## config.mk

```make
export PLATFORM = sky130hd
export DESIGN_NAME = sram_controller_pmu_handshake
export DESIGN_NICKNAME = d
export VERILOG_FILES = /design/src/rtl/sram_controller_pmu_handshake.sv
export SDC_FILE = /design/constraint.sdc
export NUM_CORES = 1
export LEC_CHECK = 0
export ABC_AREA = 1
export BUFFER_PORTS_ARGS = -buffer_cell sky130_fd_sc_hd__buf_2
export CAP_MARGIN = 20
export CELL_PAD_IN_SITES_DETAIL_PLACEMENT = 2
export CELL_PAD_IN_SITES_GLOBAL_PLACEMENT = 2
export CORE_MARGIN = 2
export CORE_UTILIZATION = 25
export DETAILED_ROUTE_END_ITERATION = 10
export PLACE_DENSITY_LB_ADDON = 0.1
export RECOVER_POWER = 100
export SETUP_SLACK_MARGIN = 0.4
export SLEW_MARGIN = 20
export SYNTH_ARGS = -nofsm -noshare
export SYNTH_HDL_FRONTEND = slang
export SYNTH_SLANG_ARGS = --single-unit
```

## constraint.sdc

```tcl
create_clock -name clk_ctrl -period 3.28 [get_ports clk_ctrl]
set_input_delay 0.656 -clock clk_ctrl [delete_from_list [all_inputs] [get_ports clk_ctrl]]
set_output_delay 0.656 -clock clk_ctrl [all_outputs]
set_load 0.02 [all_outputs]
```

## src/rtl/sram_controller_pmu_handshake.sv

```systemverilog
// sram_controller_pmu_handshake
// Controller-domain responder for the PMU power-request handshake. Sequences
// the SRAM through drain -> isolate -> retain on a save request and back out on
// a restore request, returning four-phase acknowledge levels to the PMU.
// Optional feature macro: SRAM_PMU_DRAIN_TIMEOUT_EN (bounded DRAIN, sticky drain_err).
module sram_controller_pmu_handshake #(
    parameter int ISO_SETTLE    = 4,
    parameter int RET_SETTLE    = 8,
    parameter int WAKE_CYCLES   = 16,
    parameter int DRAIN_TIMEOUT = 256
) (
    input  logic clk_ctrl,
    input  logic reset_n,
    input  logic pwr_save_req_sync,
    input  logic pwr_restore_req_sync,
    input  logic ctrl_idle,
    output logic accept_block,
    output logic sram_iso,
    output logic sram_ret,
    output logic pwr_save_ack,
    output logic pwr_restore_ack,
    output logic drain_err
);

    localparam int BASE_MAX_A = (ISO_SETTLE > RET_SETTLE) ? ISO_SETTLE : RET_SETTLE;
    localparam int BASE_MAX   = (BASE_MAX_A > WAKE_CYCLES) ? BASE_MAX_A : WAKE_CYCLES;
`ifdef SRAM_PMU_DRAIN_TIMEOUT_EN
    localparam int CNT_MAX    = (DRAIN_TIMEOUT > BASE_MAX) ? DRAIN_TIMEOUT : BASE_MAX;
`else
    localparam int CNT_MAX    = BASE_MAX;
`endif
    localparam int CNT_W      = $clog2(CNT_MAX + 1);

    // Every settle count must be at least one cycle.
    if (ISO_SETTLE < 1 || RET_SETTLE < 1 || WAKE_CYCLES < 1 || DRAIN_TIMEOUT < 1) begin : g_param_check
        $error("sram_controller_pmu_handshake: settle/timeout parameters must be >= 1");
    end

    typedef enum logic [3:0] {
        ST_ACTIVE,
        ST_DRAIN,
        ST_ISO,
        ST_RET,
        ST_SAVE_ACK,
        ST_SLEEP,
        ST_WAKE,
        ST_UNISO,
        ST_RST_ACK
    } state_t;

    typedef struct packed {
        logic block;
        logic iso;
        logic ret;
        logic save_ack;
        logic restore_ack;
    } ctrl_out_t;

    state_t           state_q, state_d;
    logic [CNT_W-1:0] cnt_q, cnt_d;
    ctrl_out_t        out_q;
`ifdef SRAM_PMU_DRAIN_TIMEOUT_EN
    logic             drain_err_q, drain_err_d;
`endif

    // Moore output table, one row per state.
    function automatic ctrl_out_t decode(state_t s);
        ctrl_out_t o;
        o = '0;
        case (s)
            ST_DRAIN:    o = '{block: 1'b1, iso: 1'b0, ret: 1'b0, save_ack: 1'b0, restore_ack: 1'b0};
            ST_ISO:      o = '{block: 1'b1, iso: 1'b1, ret: 1'b0, save_ack: 1'b0, restore_ack: 1'b0};
            ST_RET:      o = '{block: 1'b1, iso: 1'b1, ret: 1'b1, save_ack: 1'b0, restore_ack: 1'b0};
            ST_SAVE_ACK: o = '{block: 1'b1, iso: 1'b1, ret: 1'b1, save_ack: 1'b1, restore_ack: 1'b0};
            ST_SLEEP:    o = '{block: 1'b1, iso: 1'b1, ret: 1'b1, save_ack: 1'b0, restore_ack: 1'b0};
            ST_WAKE:     o = '{block: 1'b1, iso: 1'b1, ret: 1'b0, save_ack: 1'b0, restore_ack: 1'b0};
            ST_UNISO:    o = '{block: 1'b1, iso: 1'b0, ret: 1'b0, save_ack: 1'b0, restore_ack: 1'b0};
            ST_RST_ACK:  o = '{block: 1'b0, iso: 1'b0, ret: 1'b0, save_ack: 1'b0, restore_ack: 1'b1};
            default:     o = '0;
        endcase
        return o;
    endfunction

    // Counter value loaded on entry to a state; counting down to zero gives
    // exactly N cycles of residency.
    function automatic logic [CNT_W-1:0] load_value(state_t s);
        logic [CNT_W-1:0] v;
        v = '0;
        case (s)
            ST_ISO, ST_UNISO: v = CNT_W'(ISO_SETTLE - 1);
            ST_RET:           v = CNT_W'(RET_SETTLE - 1);
            ST_WAKE:          v = CNT_W'(WAKE_CYCLES - 1);
`ifdef SRAM_PMU_DRAIN_TIMEOUT_EN
            ST_DRAIN:         v = CNT_W'(DRAIN_TIMEOUT - 1);
`endif
            default:          v = '0;
        endcase
        return v;
    endfunction

    // Next-state, shared counter and drain-error logic.
    always_comb begin
        // NOTE: every variable gets a default first so no path leaves it unassigned (no latches).
        state_d = state_q;
        cnt_d   = cnt_q;
`ifdef SRAM_PMU_DRAIN_TIMEOUT_EN
        drain_err_d = drain_err_q;
`endif
        case (state_q)
            ST_ACTIVE: begin
                if (pwr_save_req_sync)         state_d = ST_DRAIN;
                else if (pwr_restore_req_sync) state_d = ST_RST_ACK;
            end
            ST_DRAIN: begin
                if (ctrl_idle) begin
                    state_d = ST_ISO;
                end
`ifdef SRAM_PMU_DRAIN_TIMEOUT_EN
                else if (cnt_q == '0) begin
                    state_d     = ST_ISO;
                    drain_err_d = 1'b1;
                end else begin
                    cnt_d = cnt_q - 1'b1;
                end
`endif
            end
            ST_ISO: begin
                if (cnt_q == '0) state_d = ST_RET;
                else             cnt_d   = cnt_q - 1'b1;
            end
            ST_RET: begin
                if (cnt_q == '0) state_d = ST_SAVE_ACK;
                else             cnt_d   = cnt_q - 1'b1;
            end
            ST_SAVE_ACK: begin
                if (!pwr_save_req_sync) state_d = ST_SLEEP;
            end
            ST_SLEEP: begin
                if (pwr_restore_req_sync)   state_d = ST_WAKE;
                else if (pwr_save_req_sync) state_d = ST_SAVE_ACK;
            end
            ST_WAKE: begin
                if (cnt_q == '0) state_d = ST_UNISO;
                else             cnt_d   = cnt_q - 1'b1;
            end
            ST_UNISO: begin
                if (cnt_q == '0) state_d = ST_RST_ACK;
                else             cnt_d   = cnt_q - 1'b1;
            end
            ST_RST_ACK: begin
                if (!pwr_restore_req_sync) state_d = ST_ACTIVE;
            end
            default: state_d = ST_ACTIVE;
        endcase

        if (state_d != state_q) cnt_d = load_value(state_d);
    end

    // State, counter and registered Moore outputs with synchronous reset.
    always_ff @(posedge clk_ctrl) begin
        // NOTE: sequential state uses non-blocking assignments so all registers update together.
        if (!reset_n) begin
            state_q <= ST_ACTIVE;
            cnt_q   <= '0;
            out_q   <= '0;
`ifdef SRAM_PMU_DRAIN_TIMEOUT_EN
            drain_err_q <= 1'b0;
`endif
        end else begin
            state_q <= state_d;
            cnt_q   <= cnt_d;
            out_q   <= decode(state_d);
`ifdef SRAM_PMU_DRAIN_TIMEOUT_EN
            drain_err_q <= drain_err_d;
`endif
        end
    end

    assign accept_block    = out_q.block;
    assign sram_iso        = out_q.iso;
    assign sram_ret        = out_q.ret;
    assign pwr_save_ack    = out_q.save_ack;
    assign pwr_restore_ack = out_q.restore_ack;
`ifdef SRAM_PMU_DRAIN_TIMEOUT_EN
    assign drain_err       = drain_err_q;
`else
    assign drain_err       = 1'b0;
`endif

endmodule
```

# Word-level counts from Yosys, hierarchy flattened
# Memories as Yosys holds them, arrays and structs flattened. A register that Yosys moved wholly into a read port is not among the register bits.
# Cells that the tools add are included.
[op_classes]
eq_ne = 14
add_sub_neg = 1
n_reduce_logical = 7
muxes = 16
[op_table]
columns = ["op", "n"]
rows = [
  ["$mux W4", 11],
  ["$pmux W4 S9", 1],
  ["$eq A4 B3 Y1 const B", 6],
  ["$eq A4 B2 Y1 const B", 4],
  ["$mux W5", 3],
  ["$pmux W4 S3", 1],
  ["$logic_not A5 Y1", 1],
  ["$sub A5 B1 Y5 const B", 1],
  ["$eq A4 B1 Y1 const B", 1],
  ["$eq A4 B4 Y1 const B", 1],
  ["$logic_not A4 Y1", 1],
  ["$ne A4 B4 Y1", 1],
  ["$reduce_or A4 Y1", 1],
  ["$ne A2 B1 Y1 const B", 1],
  ["$reduce_and A2 Y1", 1],
  ["$reduce_bool A2 Y1", 1],
  ["$reduce_or A2 Y1", 1],
  ["$logic_not A1 Y1", 1],
]
[word_totals]
reg_bits = 9
memories = 1
elab_cells = 41
out_inout_bits = 6
mem_bits_ro = 80
input_bits = 5
[memory_table]
columns = ["name", "words", "word_bits", "rd", "rd_clocked_by_memory_dff", "write_ports", "line_no", "text"]
rows = [
  ["(name not given)", 16, 5, 1, 1, 0, "70", "case (s)"],
]

# Depth between registers and ports, before layout
# Gate-level depths: netlist of run 1.
[depth]
ltp_word = 7
ltp_mapped = 15
ltp_nobuf = 15

# Least setup slack after synthesis of run 1
# OpenSTA, ideal clock, no wires.
[synth_path]
kind = "reg-to-reg"
from = "register cnt_q[0]"
to = "register cnt_q[1]"
setup_slack_ns = 1.583
setup_time_ns = 0.111
n_path_buf = 0
path_stages_with_launch = 16
synth_period_minus_slack_ns = 1.697
arrival_ns = 1.586
path_cell_list = "dfxtp_1 -> inv_1 -> ha_1 -> inv_1 -> nor2_1 -> nand2_1 -> nand2_2 -> nand4_2 -> nand2_1 -> nand2_2 -> inv_2 -> nand3_4 -> nand2_2 -> nand2_1 -> nor2_1 -> nor2_1"
[synth_via]
elab_chain_cells = 7
[synth_rtl]
columns = ["element", "line_no", "text"]
rows = [
  ["from (decl)", "60", "logic [CNT_W-1:0] cnt_q, cnt_d;"],
  ["from (signal assigned)", "171", "cnt_q <= cnt_d;"],
  ["$logic_not A5 Y1", "--", ""],
  ["$mux W4 (on tied branches)", "--", ""],
  ["$pmux W4 S9", "109", "case (state_q)"],
  ["$eq A4 B2 Y1 / $eq A4 B3 Y1 (equally long branches)", "89", "case (s)"],
  ["$reduce_or A2 Y1", "89", ""],
  ["$pmux W4 S3", "89", ""],
  ["$mux W5", "156", "if (state_d != state_q) cnt_d = load_value(state_d);"],
]
# Parallel ways exist; a longest one is shown, timed or not. The select of a mux whose other input is x is not followed.
# A chain may end at the register's enable or synchronous reset.

# Final worst setup path of run 1
[layout_path]
from = "register state_q[3]"
to = "register cnt_q[1]"
[layout_via]
elab_chain_cells = 7
[layout_rtl]
columns = ["element", "line_no", "text"]
rows = [
  ["from (decl)", "59", "state_t state_q, state_d;"],
  ["from (signal assigned)", "170", "state_q <= state_d;"],
  ["$mux W4 (on tied branches)", "140, 112", ""],
  ["$mux W4 (on tied branches)", "139, 111", ""],
  ["$pmux W4 S9", "109", ""],
  ["$eq A4 B2 Y1 / $eq A4 B3 Y1 (equally long branches)", "89", ""],
  ["$reduce_or A2 Y1", "89", ""],
  ["$pmux W4 S3", "89", ""],
  ["$mux W5", "156", ""],
]
# Parallel ways exist; a longest one is shown, timed or not.

==> out/metrics.csv, run 1 <==
stage,metric,value,unit
sta,Final Setup Violations,0,
synthesis,Yosys reg bits,14,
grt,vias in the first global route,1073,
pwr,maximum vdd drop,0.357,mV
sta,unrepaired setup endpoints after global routing,false,
critical_path,"critical path, cell by cell","inv_1, nand2_1, nor2_1, nand2_2, nand3_1, nor2_1, nand2_2, nand2_1, nand3_1, nand2_2, nand2_1, nor2_1, nor2_1",
sta,final cycle utilization of the critical path,71.7,%
finish,Ant. Diodes,0,
clock_tree,CTS tree,built,
clock_tree,Clock Tree Buf Depth,2,
critical_path,CP endpoint kind,flip-flop,
finish,layout cell share with drive strength beyond 1,16.7,%
routing,Detail Route Antenna Nets,0,
synthesis,Post-synth EDFFs,0,
synthesis,ys flop type,dfxtp_1,
placement,number of buffers added on ports,9,
routing,DR vias,1004,
critical_path,Setup CP Type,flip-flop to flip-flop,
synthesis,Syn. warnings,0,
critical_path,"slowest stage delay, CP",570,ps
clock_tree,Clock Sinks,14,
floorplan,I/O pin cnt,11,
synthesis,async set-or-reset flop fraction in the synthesized netlist,0,%
sta,Layout Skew,2.45,ps
pwr,Reg power frac,26.0,%
floorplan,die width,67.5,microns
placement,GPL Wtd Cong,0.789,
clock_tree,clock-pin slew on the worst setup and hold paths,60,ps
hold_path,WHS Path Cells,3,
critical_path,Reg2Reg Depth,13,
pwr,sw frac,51.7,%
pwr,Clock power frac,14.6,%
critical_path,"most used cell, CP",nor2_1,
clock_tree,CTS buffer count,3,
clock_tree,Resized cells post-CTS,0,
synthesis,Synth Cell Area,1010,sq um
hold_path,hold path start,cnt_q[0]$_SDFFE_PN0P_,
sta,Final Critical Period,2350,ps
critical_path,RR Startpoint,state_q[3]$_SDFF_PN0_,
synthesis,Netlist cell types,29,
hold_path,sink of the worst hold path,cnt_q[0]$_SDFFE_PN0P_,
synthesis,cells after synthesis,152,
clock_tree,CTS H-tree lvls,1,
pwr,Final Power,0.993,mW
critical_path,CP max stage cell,dfxtp_1,
clock_tree,Root Driver,clkbuf_8,
outcome,status,finished clean,
critical_path,Critical Path RT,3430,ps
floorplan,Row Count,23,
placement,hpwl dp,2600,microns
routing,via density per instance,4.74,
routing,DRC errors left,0,
critical_path,critical path peak fanout,8,
critical_path,Reg-to-Reg End,cnt_q[1]$_SDFFE_PN0P_,
synthesis,Avg Inst Size Synth,6.63,sq um
grt,overall routing resource usage,15.5,%
grt,GRT overflow,0,
routing,DRC marker count from the first detailed-route iteration,10,
finish,"Design Area, Final",1090,sq um
critical_path,CP Launch Type,flip-flop,
finish,Synth-to-Final Area Change,7.95,%
synthesis,syn nets,159,
routing,drt first pass iters,2,
grt,first-pass GRT wire length,5090,microns
sta,FMAX,0.425,GHz
flow_run,Max-Cap Viols,0,
pwr,switching pwr,0.513,mW
floorplan,die footprint,4550,sq um
routing,WL per Instance,14.6,microns
pwr,PwrDens,913,nW/um^2
synthesis,sequential area share after synthesis,27.8,%
grt,largest net degree at the start of global routing,10,
clock_tree,cts hold-fix bufs,0,
critical_path,flop-to-flop setup slack,930,ps
pwr,P_int,0.480,mW
pwr,Lkg Pwr,0.557,nW
floorplan,Die Height,67.5,microns
synthesis,top post-synthesis cells by area,"dfxtp_1 28%, nand2_1 11%, nor2_1 8.9%",
pwr,Comb pwr share,59.4,%
grt,initial antenna violation count,0,
hold_path,Worst Hold Class,flip-flop to flip-flop,
clock_tree,Clock Latency Late Sink,250,ps
floorplan,Starting Density,25.5,%
synthesis,"area leader, netlist",dfxtp_1,
floorplan,Core ar.,3940,sq um
finish,# nets final,171,
placement,Placed Area,1100,sq um
synthesis,share of the synthesized area in the top cell type,27.8,%
sta,final hold vios,0,
sta,max-slew violations,0,
critical_path,arrival time at the worst endpoint,2500,ps
clock_tree,postcts setup bufs,0,
routing,WL final,3090,microns
sta,Final TNS setup,0,ps
## metal layers
metal,up-vias,wire (microns),track usage [%]
met5,-,0,0
li1,503,-,-
met3,5,52,2.00
met1,485,1460,19.4
met4,0,54,6.89
met2,11,1530,26.5
## worst max-delay path by stage
stage | slack, ps | cells past startpoint | startpoint | to
2_1_floorplan | 1580 | 15 | cnt_q[0]$_SDFFE_PN0P_ | cnt_q[1]$_SDFFE_PN0P_
3_3_place_gp | 1240 | 12 | pwr_restore_req_sync | cnt_q[1]$_SDFFE_PN0P_
3_5_place_dp | 1200 | 12 | pwr_restore_req_sync | cnt_q[1]$_SDFFE_PN0P_
4_1_cts | 1230 | 13 | state_q[3]$_SDFF_PN0_ | cnt_q[1]$_SDFFE_PN0P_
5_1_grt | 650 | 13 | state_q[3]$_SDFF_PN0_ | cnt_q[1]$_SDFFE_PN0P_
6_report | 930 | 13 | state_q[3]$_SDFF_PN0_ | cnt_q[1]$_SDFFE_PN0P_
## cell families after synthesis
family                     Yosys count  share of synthesized area (%)
adders and majority gates            2                           2.48
AOI/OAI and AO/OA                   15                           10.4
other                                1                          0.372
xor gates and xnor gates             2                           1.74
DFF                                 14                           27.8
and+or+nand+nor                     91                           46.3
buffers and inverters               27                           10.8
## cell usage after synthesis, types with 2 or more instances
cell / instances
o21ai_0: 3
nand4_1: 7
nand3_4: 2
nand2_2: 9
nor2_4: 2
ha_1: 2
inv_1: 19
nor3_1: 3
inv_2: 6
a21oi_1: 3
nor2_1: 24
o21bai_1: 3
nand3_1: 6
a21oi_2: 2
buf_4: 2
nor2_2: 4
dfxtp_1: 14
nand2_1: 30
## critical path, delay by kind of cell, from the launching register on
kind	cells	cell delay, ps
buf+inv	1	190
flops	1	570
simple gates	12	1470
## metrics by stage
stage | hold WS [ps] | std cells | utilization [%] | setup WS, ps
detailed placement | 570 | 209 | 27.9 | 1200
finish | 576 | 212 | 27.6 | 929
floorplan | 528 | 152 | - | 1580
global route | 618 | 212 | 27.6 | 655
global placement | 549 | 209 | 27.9 | 1240
CTS | 579 | 212 | 28.9 | 1230
## cell usage in the layout (no fill, tap or decap), drive strengths merged
master  count
nand2      39
o41ai       1
ha          2
dfxtp      14
o21bai      3
buf         4
nor4        1
a21oi       5
inv        25
o21ai       4
nor3        4
xor2        1
nor2       30
clkbuf      8
o211ai      1
nand3       8
a211o       1
nand4       8
conb        1
nand3b      1
xnor2       1
## state kept, by name (all words and copies together) (netlist names)
signal	cells
accept_block	1
cnt_q	5
pwr_restore_ack	1
pwr_save_ack	1
sram_iso	1
sram_ret	1
state_q	4
## power groups by stage
| stage | clock network, mW | registers [mW] | logic [mW] |
|---|---|---|---|
| finish | 0.145 | 0.258 | 0.590 |
| global route | 0.157 | 0.265 | 0.671 |
| CTS | 0.151 | 0.259 | 0.659 |
| floorplan | 0 | 0.265 | 0.489 |
| detailed placement | 0 | 0.263 | 0.657 |
| global placement | 0 | 0.262 | 0.637 |
## final cells by class
type | count | area (sq um)
sequential | 14 | 280
fill | 489 | 2860
timing repair buffer | 9 | 38.8
clock buffer | 3 | 41.3
tap | 50 | 62.6
inverter | 25 | 93.8
multi-input combinational | 111 | 571
No activity file was read; power rests on OpenSTA's default activity.
==> run 2, diff against run 1 <==
- ABC_AREA: 1 -> 0
- clock period: 3.28 -> 2.25 ns (I/O delays scaled with it)
==> out/metrics.csv, run 2 <==
stage,metric,value,unit
outcome,status,finished clean,
finish,Reg with most FFs,cnt_q,
grt,initial antenna violation count,0,
placement,Inst Count DP,154,
placement,hpwl dp,1810,microns
clock_tree,clock-pin slew on the worst setup and hold paths,90,ps
sta,final hold slack,511,ps
finish,filler cell count,410,
critical_path,critical path peak fanout,5,
synthesis,Synth Cell Area,881,sq um
placement,number of buffers added on ports,9,
clock_tree,CTS tree,built,
routing,met2 wire len,1300,microns
floorplan,die width,63.4,microns
clock_tree,CTS buffer count,3,
sta,unrepaired setup endpoints after global routing,true,
synthesis,Syn. warnings,0,
sta,Final Setup Violations,0,
pwr,Clock power frac,23.7,%
finish,most frequent cells in the layout,"13 x buf_4, 11 x nor2_1, 9 x dfxtp_1",
pwr,sw frac,35.1,%
critical_path,RR Startpoint,cnt_q[0]$_SDFFE_PN0P_,
pwr,Reg power frac,38.2,%
flow_run,Max-Cap Viols,0,
grt,vias in the first global route,882,
synthesis,top post-synthesis cells by area,"dfxtp_1 32%, mux2i_1 6.8%, nor4b_4 5.4%",
critical_path,CP Launch Type,flip-flop,
routing,DRT met1 WL,1180,microns
grt,overall routing resource usage,13.7,%
routing,DRC marker count from the first detailed-route iteration,14,
placement,post-placement setup slack,169,ps
placement,GPL Wtd Cong,0.687,
critical_path,Setup CP Type,flip-flop to flip-flop,
grt,largest net degree at the start of global routing,12,
sta,max-slew violations,0,
clock_tree,CTS H-tree lvls,1,
critical_path,Critical Path RT,2430,ps
synthesis,cells after synthesis,101,
pwr,PwrDens,708,nW/um^2
critical_path,Reg2Reg Depth,7,
pwr,P_int,0.513,mW
synthesis,sequential area share after synthesis,31.8,%
pwr,Comb pwr share,38.1,%
critical_path,Reg-to-Reg End,cnt_q[3]$_SDFFE_PN0P_,
finish,# nets final,129,
synthesis,ys flop type,dfxtp_1,
synthesis,"area leader, netlist",dfxtp_1,
synthesis,Netlist cell types,41,
finish,"Core Util, Final",33.2,%
finish,Regs by FF count,"cnt_q: 5 flops, state_q: 4 flops",
sta,Final TNS setup,0,ps
hold_path,sink of the worst hold path,cnt_q[3]$_SDFFE_PN0P_,
finish,Synth-to-Final Area Change,26.7,%
sta,Layout Skew,3.82,ps
floorplan,die footprint,4010,sq um
routing,Detail Route Antenna Nets,0,
routing,met3 wire length,54,microns
floorplan,Starting Density,26.2,%
finish,max FFs per register,5,
grt,first-pass GRT wire length,4310,microns
routing,WL final,2570,microns
finish,Ant. Diodes,0,
routing,WL per Instance,15.4,microns
hold_path,Worst Hold Class,input port to flip-flop,
clock_tree,Clock Tree Buf Depth,2,
finish,"commonest non-fill, non-tap cell in the layout",buf_4,
clock_tree,Root Driver,clkbuf_4,
floorplan,Row Count,21,
sta,final cycle utilization of the critical path,89.6,%
synthesis,most numerous cell in the Yosys netlist,dfxtp_1,
hold_path,hold path start,reset_n,
floorplan,Core ar.,3360,sq um
synthesis,Avg Inst Size Synth,8.72,sq um
synthesis,Yosys reg bits,14,
routing,Top Metal Used,met4,
finish,layout cell share with drive strength beyond 1,31.4,%
sta,Final Critical Period,2020,ps
synthesis,share of the synthesized area in the top cell type,31.8,%
floorplan,Die Height,63.4,microns
finish,"Design Area, Final",1120,sq um
routing,via density per instance,4.86,
routing,drt first pass iters,3,
pwr,switching pwr,0.277,mW
finish,final non-filler cell total,167,
critical_path,flop-to-flop setup slack,230,ps
grt,GRT overflow,0,
routing,DR vias,812,
placement,Placed Area,992,sq um
critical_path,CP endpoint kind,flip-flop,
critical_path,arrival time at the worst endpoint,2200,ps
sta,final hold vios,0,
routing,DRC errors left,0,
clock_tree,Clock Latency Late Sink,280,ps
synthesis,syn nets,108,
clock_tree,Clock Sinks,14,
pwr,maximum vdd drop,0.320,mV
sta,PnR worst setup slack,234,ps
synthesis,Post-synth EDFFs,0,
pwr,Final Power,0.790,mW
pwr,Lkg Pwr,0.457,nW
synthesis,async set-or-reset flop fraction in the synthesized netlist,0,%
hold_path,WHS Path Cells,2,
synthesis,Synth top cells by count,"14 x dfxtp_1, 11 x nor2_1, 8 x nand2_1",
sta,FMAX,0.496,GHz
floorplan,I/O pin cnt,11,
-- run 2: cell families after synthesis --
| group | Yosys count | share of synthesized area (%) |
|---|---|---|
| buffers and inverters | 12 | 7.10 |
| and+or+nand+nor | 42 | 29.4 |
| adders and majority gates | 2 | 2.84 |
| other | 1 | 0.426 |
| DFF | 14 | 31.8 |
| xor gates and xnor gates | 4 | 3.98 |
| muxes | 7 | 8.10 |
| AOI/OAI and AO/OA | 19 | 16.3 |
-- run 2: routing by layer --
layer	vias to the layer above	track usage [%]
li1	395	-
met1	403	17.5
met2	10	23.2
met3	4	1.79
met4	0	5.71
met5	-	0
-- run 2: timing repair --
action | CTS | global route
setup buffers | 5 | 4
hold buffers | 0 | 0
setup endpoints to repair | 10 | 9
pin swaps | 4 | 4
resized for setup | 15 | 6
-- run 2: area by class of cell --
cell class | instances | area, sq um | area share [%]
clock buffer | 4 | 36.3 | 3.25
inverter | 5 | 21.3 | 1.91
multi-input combinational | 75 | 574 | 51.5
sequential | 14 | 287 | 25.7
tap | 46 | 57.6 | 5.16
timing repair buffer | 23 | 140 | 12.6
-- run 2: how the worst max path moves through the flow --
stage / from / to / slack (ps) / cells after the start
after floorplan: cnt_q[0]$_SDFFE_PN0P_ / cnt_q[3]$_SDFFE_PN0P_ / 420 / 8
after global placement: cnt_q[0]$_SDFFE_PN0P_ / cnt_q[3]$_SDFFE_PN0P_ / 170 / 7
after detailed placement: cnt_q[1]$_SDFFE_PN0P_ / cnt_q[3]$_SDFFE_PN0P_ / 170 / 7
after CTS: cnt_q[0]$_SDFFE_PN0P_ / cnt_q[3]$_SDFFE_PN0P_ / 400 / 7
after global routing: cnt_q[0]$_SDFFE_PN0P_ / state_q[0]$_SDFF_PN0_ / 130 / 7
final: cnt_q[0]$_SDFFE_PN0P_ / cnt_q[3]$_SDFFE_PN0P_ / 230 / 7
-- run 2: worst max-delay path, cell delays in order (launching register included) --
cell and delay, ps:
dfxtp_1 390, inv_4 50, ha_1 220, or4b_4 250, nand2_1 80, o2111a_1 140, or3b_1 470, o311a_1 330
-- run 2: power groups by stage --
stage	Clock (mW)	Combinational, mW	Sequential, mW
finish	0.187	0.301	0.302
global route	0.216	0.330	0.307
CTS	0.197	0.288	0.304
detailed placement	0	0.247	0.305
global placement	0	0.249	0.304
floorplan	0	0.188	0.302
